File: config.mk
export PLATFORM = sky130hd
export DESIGN_NAME = sca_stim_engine
export DESIGN_NICKNAME = d
export VERILOG_FILES = /design/src/rtl/sca_stim_engine.sv
export SDC_FILE = /design/constraint.sdc
export NUM_CORES = 1
export LEC_CHECK = 0
export ABC_AREA = 1
export ABC_CLOCK_PERIOD_IN_PS = 2980
export BUFFER_PORTS_ARGS = -buffer_cell sky130_fd_sc_hd__buf_2
export CORE_MARGIN = 3
export CORE_UTILIZATION = 60
export CTS_CLUSTER_SIZE = 8
export DETAILED_ROUTE_END_ITERATION = 12
export GPL_ROUTABILITY_DRIVEN = 0
export HOLD_SLACK_MARGIN = 0.08
export PLACE_DENSITY = 0.79
export SLEW_MARGIN = 20
export SYNTH_ARGS = -nofsm -noshare
export SYNTH_HDL_FRONTEND = slang
export SYNTH_SLANG_ARGS = --single-unit
File: constraint.sdc
create_clock -name sca_clk -period 2.98 [get_ports sca_clk]
set_input_delay 0.596 -clock sca_clk [delete_from_list [all_inputs] [get_ports sca_clk]]
set_output_delay 0.596 -clock sca_clk [all_outputs]
set_load 0.005 [all_outputs]
File: src/rtl/sca_stim_engine.sv
// Side-channel stimulus engine: serially configured static/toggle pattern driver
// that runs N toggle cycles, settles, then captures the DUT response for shift-out.
module sca_stim_engine #(
    parameter int unsigned NUM_INS    = 8,
    parameter int unsigned NUM_OUTS   = 8,
    parameter int unsigned CNT_W      = 16,
    parameter int unsigned SETTLE_CYC = 4
) (
    input  logic                sca_clk,
    input  logic                sca_reset,
    input  logic                sda_in,
    input  logic                sda_load,
    input  logic                start,
    output logic [NUM_INS-1:0]  dut_inputs,
    input  logic [NUM_OUTS-1:0] dut_outputs,
    output logic                busy,
    output logic                done,
    output logic                cap_valid,
    input  logic                shift_out_enable,
    output logic                shift_out_data
);

    localparam int unsigned CW = 2 * NUM_INS + CNT_W;
    localparam int unsigned SW = (SETTLE_CYC > 1) ? $clog2(SETTLE_CYC) : 1;

    typedef enum logic [1:0] {
        IDLE    = 2'd0,
        RUN     = 2'd1,
        SETTLE  = 2'd2,
        CAPTURE = 2'd3
    } state_t;

    state_t              state_q, state_d;
    logic [CW-1:0]       cfg_q, cfg_d;
    logic [CNT_W-1:0]    cnt_q, cnt_d;
    logic [SW-1:0]       settle_q, settle_d;
    logic                phase_q, phase_d;
    logic [NUM_INS-1:0]  mask_q, mask_d;
    logic [NUM_INS-1:0]  din_q, din_d;
    logic [NUM_OUTS-1:0] cap_q, cap_d;
    logic                cap_valid_q, cap_valid_d;
    logic                busy_q, busy_d;
    logic                done_q, done_d;

    logic [NUM_INS-1:0]  cfg_static;
    logic [NUM_INS-1:0]  cfg_mask;
    logic [CNT_W-1:0]    cfg_n;

    assign cfg_static = cfg_q[NUM_INS-1:0];
    assign cfg_mask   = cfg_q[2*NUM_INS-1:NUM_INS];
    assign cfg_n      = cfg_q[CW-1:2*NUM_INS];

    // Next-state and datapath
    always_comb begin
        state_d     = state_q;
        cfg_d       = cfg_q;
        cnt_d       = cnt_q;
        settle_d    = settle_q;
        phase_d     = phase_q;
        mask_d      = mask_q;
        din_d       = din_q;
        cap_d       = cap_q;
        cap_valid_d = cap_valid_q;

        case (state_q)
            IDLE: begin
                if (sda_load) begin
                    cfg_d = {cfg_q[CW-2:0], sda_in};
                end
                if (shift_out_enable) begin
                    cap_d       = cap_q << 1;
                    cap_valid_d = 1'b0;
                end
                // Start samples the configuration as it stood before this cycle's shift
                if (start) begin
                    mask_d  = cfg_mask;
                    cnt_d   = cfg_n;
                    phase_d = 1'b0;
                    din_d   = cfg_static & ~cfg_mask;
                    if (cfg_n != '0) begin
                        state_d = RUN;
                    end else begin
                        state_d  = SETTLE;
                        settle_d = SW'(SETTLE_CYC - 1);
                    end
                end
            end
            RUN: begin
                phase_d = ~phase_q;
                din_d   = (din_q & ~mask_q) | (mask_q & {NUM_INS{~phase_q}});
                if (cnt_q != '0) begin
                    cnt_d = cnt_q - CNT_W'(1);
                end
                if (cnt_q <= CNT_W'(1)) begin
                    state_d  = SETTLE;
                    settle_d = SW'(SETTLE_CYC - 1);
                end
            end
            SETTLE: begin
                if (settle_q == '0) begin
                    state_d = CAPTURE;
                end else begin
                    settle_d = settle_q - SW'(1);
                end
            end
            CAPTURE: begin
                cap_d       = dut_outputs;
                cap_valid_d = 1'b1;
                state_d     = IDLE;
            end
            default: begin
                state_d = IDLE;
            end
        endcase

        busy_d = (state_d != IDLE);
        done_d = (state_q == CAPTURE);
    end

    // State register; synchronous reset overrides everything
    always_ff @(posedge sca_clk) begin
        if (sca_reset) begin
            state_q     <= IDLE;
            cfg_q       <= '0;
            cnt_q       <= '0;
            settle_q    <= '0;
            phase_q     <= 1'b0;
            mask_q      <= '0;
            din_q       <= '0;
            cap_q       <= '0;
            cap_valid_q <= 1'b0;
            busy_q      <= 1'b0;
            done_q      <= 1'b0;
        end else begin
            state_q     <= state_d;
            cfg_q       <= cfg_d;
            cnt_q       <= cnt_d;
            settle_q    <= settle_d;
            phase_q     <= phase_d;
            mask_q      <= mask_d;
            din_q       <= din_d;
            cap_q       <= cap_d;
            cap_valid_q <= cap_valid_d;
            busy_q      <= busy_d;
            done_q      <= done_d;
        end
    end

    assign dut_inputs     = din_q;
    assign busy           = busy_q;
    assign done           = done_q;
    assign cap_valid      = cap_valid_q;
    assign shift_out_data = cap_q[NUM_OUTS-1];

endmodule

==> PnR_summary.wiki <==
{| class="wikitable"
! Metric !! Value
|-
| Run status || finished, final reports clean
|-
| Layout Nets || 555
|-
| Net Sw Frac || 43.4%
|-
| Pre-Repair DR Iteration Count || 5
|-
| Number of storage elements in the synthesis netlist || 80
|-
| Worst-case clock buffer depth || 2
|-
| Die H || 84.2 um
|-
| Synth Cell Area || 0.00366 mm2
|-
| Sum of routed wire length over all layers || 8.29 mm
|-
| Setup repair after global routing missed its margin || false
|-
| Total congestion overflow || 0
|-
| Synth area leaders || sky130_fd_sc_hd__dfxtp_1, sky130_fd_sc_hd__nor2_1, sky130_fd_sc_hd__o21ai_0, sky130_fd_sc_hd__nand2_1, sky130_fd_sc_hd__a21oi_1
|-
| Number of instances in the synthesized netlist || 524
|-
| Worst Setup End Kind || register
|-
| Clock tree from TritonCTS || yes
|-
| Number of global-route vias before repair || 3191
|-
| Clock skew || 12.1 ps
|-
| Area of the core region || 0.00571 mm2
|-
| Power Density || 1210 mW/mm2
|-
| Vias per std cell || 5.69
|-
| Maximum number of pins on one net before global-route repair || 41
|-
| Clock slew at the register clock pins of the worst setup and hold paths || 90 ps
|-
| Via count || 3487
|-
| Leakage dissipation || 1.72 nW
|-
| Switching power total || 2.12 mW
|-
| Worst Hold Class || in2reg
|-
| Number of distinct library cells after synthesis || 31
|-
| Cell Rows || 27
|-
| Num ports || 26
|-
| Die Footprint || 0.00708 mm2
|-
| Comb pwr share || 44.4%
|-
| Internal cell power || 2.77 mW
|-
| Share of the clock period used by the worst path || 66.7%
|-
| Clock sink count || 80
|-
| Setup TNS || 0 ps
|-
| Clock insertion delay at the later pin of the skew report || 360 ps
|-
| Share of Yosys cell area claimed by the top area cell type || 43.7%
|-
| First-pass GRT wire length || 14.3 mm
|-
| Antenna Cells || 0
|-
| Signal arrival time at the worst endpoint || 2220 ps
|-
| Syn_nets || 542
|-
| Cells along the critical path || nor2_2 > nand2_4 > inv_2 > nor2_1 > nand3_1 > nand2_2 > inv_2 > nand2_1 > o21ai_1 > nor2_1
|-
| Deepest level of the CTS H-tree || 3
|-
| Post-DRT Antenna Nets || 0
|-
| Largest incremental delay on the critical path || 380 ps
|-
| Layout cells sized above 1 || 9.80%
|-
| Cell taking the most area after synthesis || sky130_fd_sc_hd__dfxtp_1
|-
| DRC errors left || 0
|-
| Final critical-path required period || 1990 ps
|-
| Critical Path Source Type || register
|-
| Total Power || 4.89 mW
|-
| Startpoint-to-endpoint class of the critical path || reg2reg
|-
| Violation count after the first detailed-route iteration || 235
|-
| Number of setup violations in the final report || 0
|-
| Cell with the biggest individual delay on the critical path || sky130_fd_sc_hd__dfxtp_1
|-
| Endpoint required time on the critical path || 3210 ps
|-
| Post-detailed-placement half-perimeter wirelength || 5.50 mm
|-
| Setup bufs post-CTS || 0
|-
| Global Route Usage Sum || 24.3%
|-
| Worst-case headroom to the max-slew limit || 50.9%
|-
| Cell at the root of the clock tree || sky130_fd_sc_hd__clkbuf_8
|-
| Cts bufs inserted || 9
|-
| Worst-case setup margin in the final layout || 992 ps
|-
| Synthesized area per cell || 6.99 um2
|-
| Count of pins over their slew limit || 0
|-
| Maximum fanout count along the critical path || 27
|-
| Chip width || 84.2 um
|-
| Hold_buf cts || 0
|-
| Transition at the pin with the smallest max-transition slack || 736 ps
|-
| Count of yosys warnings during synthesis || 0
|-
| Initial cell density of the core || 64.2%
|-
| Final count of hold timing violations || 0
|-
| Routed length per instance || 13.5 um
|-
| Max Clock Freq || 503 MHz
|-
| Synth-to-Final Area Change || 10.2%
|-
| Fraction of power consumed by sequential logic || 35.6%
|-
| Worst-case vdd ir drop || 0.614 mV
|-
| I/O Buffers || 25
|-
| Pre-CTS worst setup slack || 945 ps
|-
| Max capacitance violation total || 0
|-
| Seq/Total Area, Yosys || 43.7%
|-
| Initial antenna violation count || 0
|-
| Share of total power in the clock network || 20.1%
|-
| Cts repair resizes || 0
|}
## cells in the final DEF, fill, tap and decap left out, types with 3 or more instances in the layout
| master | netlist | final |
|---|---|---|
| sky130_fd_sc_hd__buf_2 | 8 | 25 |
| sky130_fd_sc_hd__a21oi_1 | 46 | 46 |
| sky130_fd_sc_hd__o21ai_0 | 64 | 64 |
| sky130_fd_sc_hd__bufinv_16 | 0 | 3 |
| sky130_fd_sc_hd__clkbuf_8 | 0 | 10 |
| sky130_fd_sc_hd__inv_2 | 4 | 4 |
| sky130_fd_sc_hd__o21ai_1 | 12 | 12 |
| sky130_fd_sc_hd__nor2_1 | 107 | 107 |
| sky130_fd_sc_hd__ha_1 | 4 | 4 |
| sky130_fd_sc_hd__nand3_1 | 21 | 21 |
| sky130_fd_sc_hd__nand2_1 | 83 | 83 |
| sky130_fd_sc_hd__nand4_1 | 3 | 3 |
| sky130_fd_sc_hd__a311oi_1 | 6 | 6 |
| sky130_fd_sc_hd__dfxtp_1 | 80 | 80 |
| sky130_fd_sc_hd__o32a_1 | 8 | 8 |
| sky130_fd_sc_hd__inv_1 | 42 | 42 |
| sky130_fd_sc_hd__xor2_1 | 3 | 3 |
| sky130_fd_sc_hd__mux2i_1 | 3 | 3 |
## power by group through the flow
stage | logic [mW] | registers, mW | clock network [mW]
floorplan | 1.74 | 1.68 | 0
global placement | 2.07 | 1.74 | 0
detailed placement | 2.13 | 1.75 | 0
CTS | 2.15 | 1.73 | 0.986
global route | 2.50 | 1.79 | 1.03
finish | 2.17 | 1.74 | 0.981
## Yosys cell counts (all sizes together)
cell type and number:
dfxtp 80, xor2 3, a211oi 1, nand3 21
inv 46, ha 4, nand4 3, clkbuf 15
buf 11, or2 3, nor2 110, nand3b 1
a311oi 6, o21ai 76, mux2i 3, a21oi 46
clkinv 1, a31oi 1, nand2 85, o32a 8
## area by class of cell
class / instances / area (um2)
multi-input cells: 371 / 1770
fillers: 508 / 1670
flip-flops and latches: 80 / 1600
inverters: 47 / 176
repair buffers: 28 / 160
clock buffers: 10 / 138
clock inverters: 5 / 104
well taps: 72 / 90.1
## worst paths after layout
path	from	end	slack (ps)	cells after the start
worst max-delay path	state_q[1]$_SDFF_PP0_	cnt_q[6]$_SDFFE_PP0P_	990	10
worst min-delay path	dut_outputs[0]	cap_q[0]$_SDFFE_PP0P_	430	3
worst max register to register	state_q[1]$_SDFF_PP0_	cnt_q[6]$_SDFFE_PP0P_	990	10
worst min register to register	cfg_q[0]$_SDFFE_PP0P_	cfg_q[0]$_SDFFE_PP0P_	470	2
## state kept, by name (all words and copies together) (netlist names), 2 cells and up, named ones only
| register | cells |
|---|---|
| settle_q | 2 |
| state_q | 2 |
| cfg_q | 32 |
| cnt_q | 16 |
| mask_q | 8 |
| cap_q | 8 |
## metrics by stage
| step | cell area [um2] | std cells | hold WS, ps | utilization, % |
|---|---|---|---|---|
| finish | 4040 | 613 | 434 | 70.7 |
| global route | 4040 | 613 | 450 | 70.7 |
| detailed placement | 3800 | 598 | 463 | 66.5 |
| CTS | 4040 | 613 | 439 | 70.7 |
| global placement | 3800 | 598 | 455 | 66.5 |
| floorplan | 3660 | 524 | 442 | - |
## kinds of logic (layout without fill, tap and decap cells)
group | after synthesis | in the layout | share of synthesized area [%]
flip-flops | 80 | 80 | 43.7
XOR/XNOR | 3 | 3 | 0.717
AO/OA/AOI/OAI | 138 | 138 | 20.7
AND/OR/NAND/NOR | 223 | 223 | 24.7
multiplexers | 3 | 3 | 0.819
adder cells (fa/ha/maj) | 4 | 4 | 1.37
buffers and inverters | 73 | 90 | 8.06
## worst max-delay path: cells and delay by family (launching register included)
kind,cells,cell delay [ps]
flip-flops,1,380
buffers and inverters,2,360
AND/OR/NAND/NOR,7,1040
AO/OA/AOI/OAI,1,80
## metal layers
metal | track usage, % | wire length [um]
met3 | 5.79 | 561
met1 | 33.0 | 3850
met2 | 38.3 | 3760
met5 | 0 | 0
met4 | 7.60 | 114
Power figures use the tool's default switching activity.
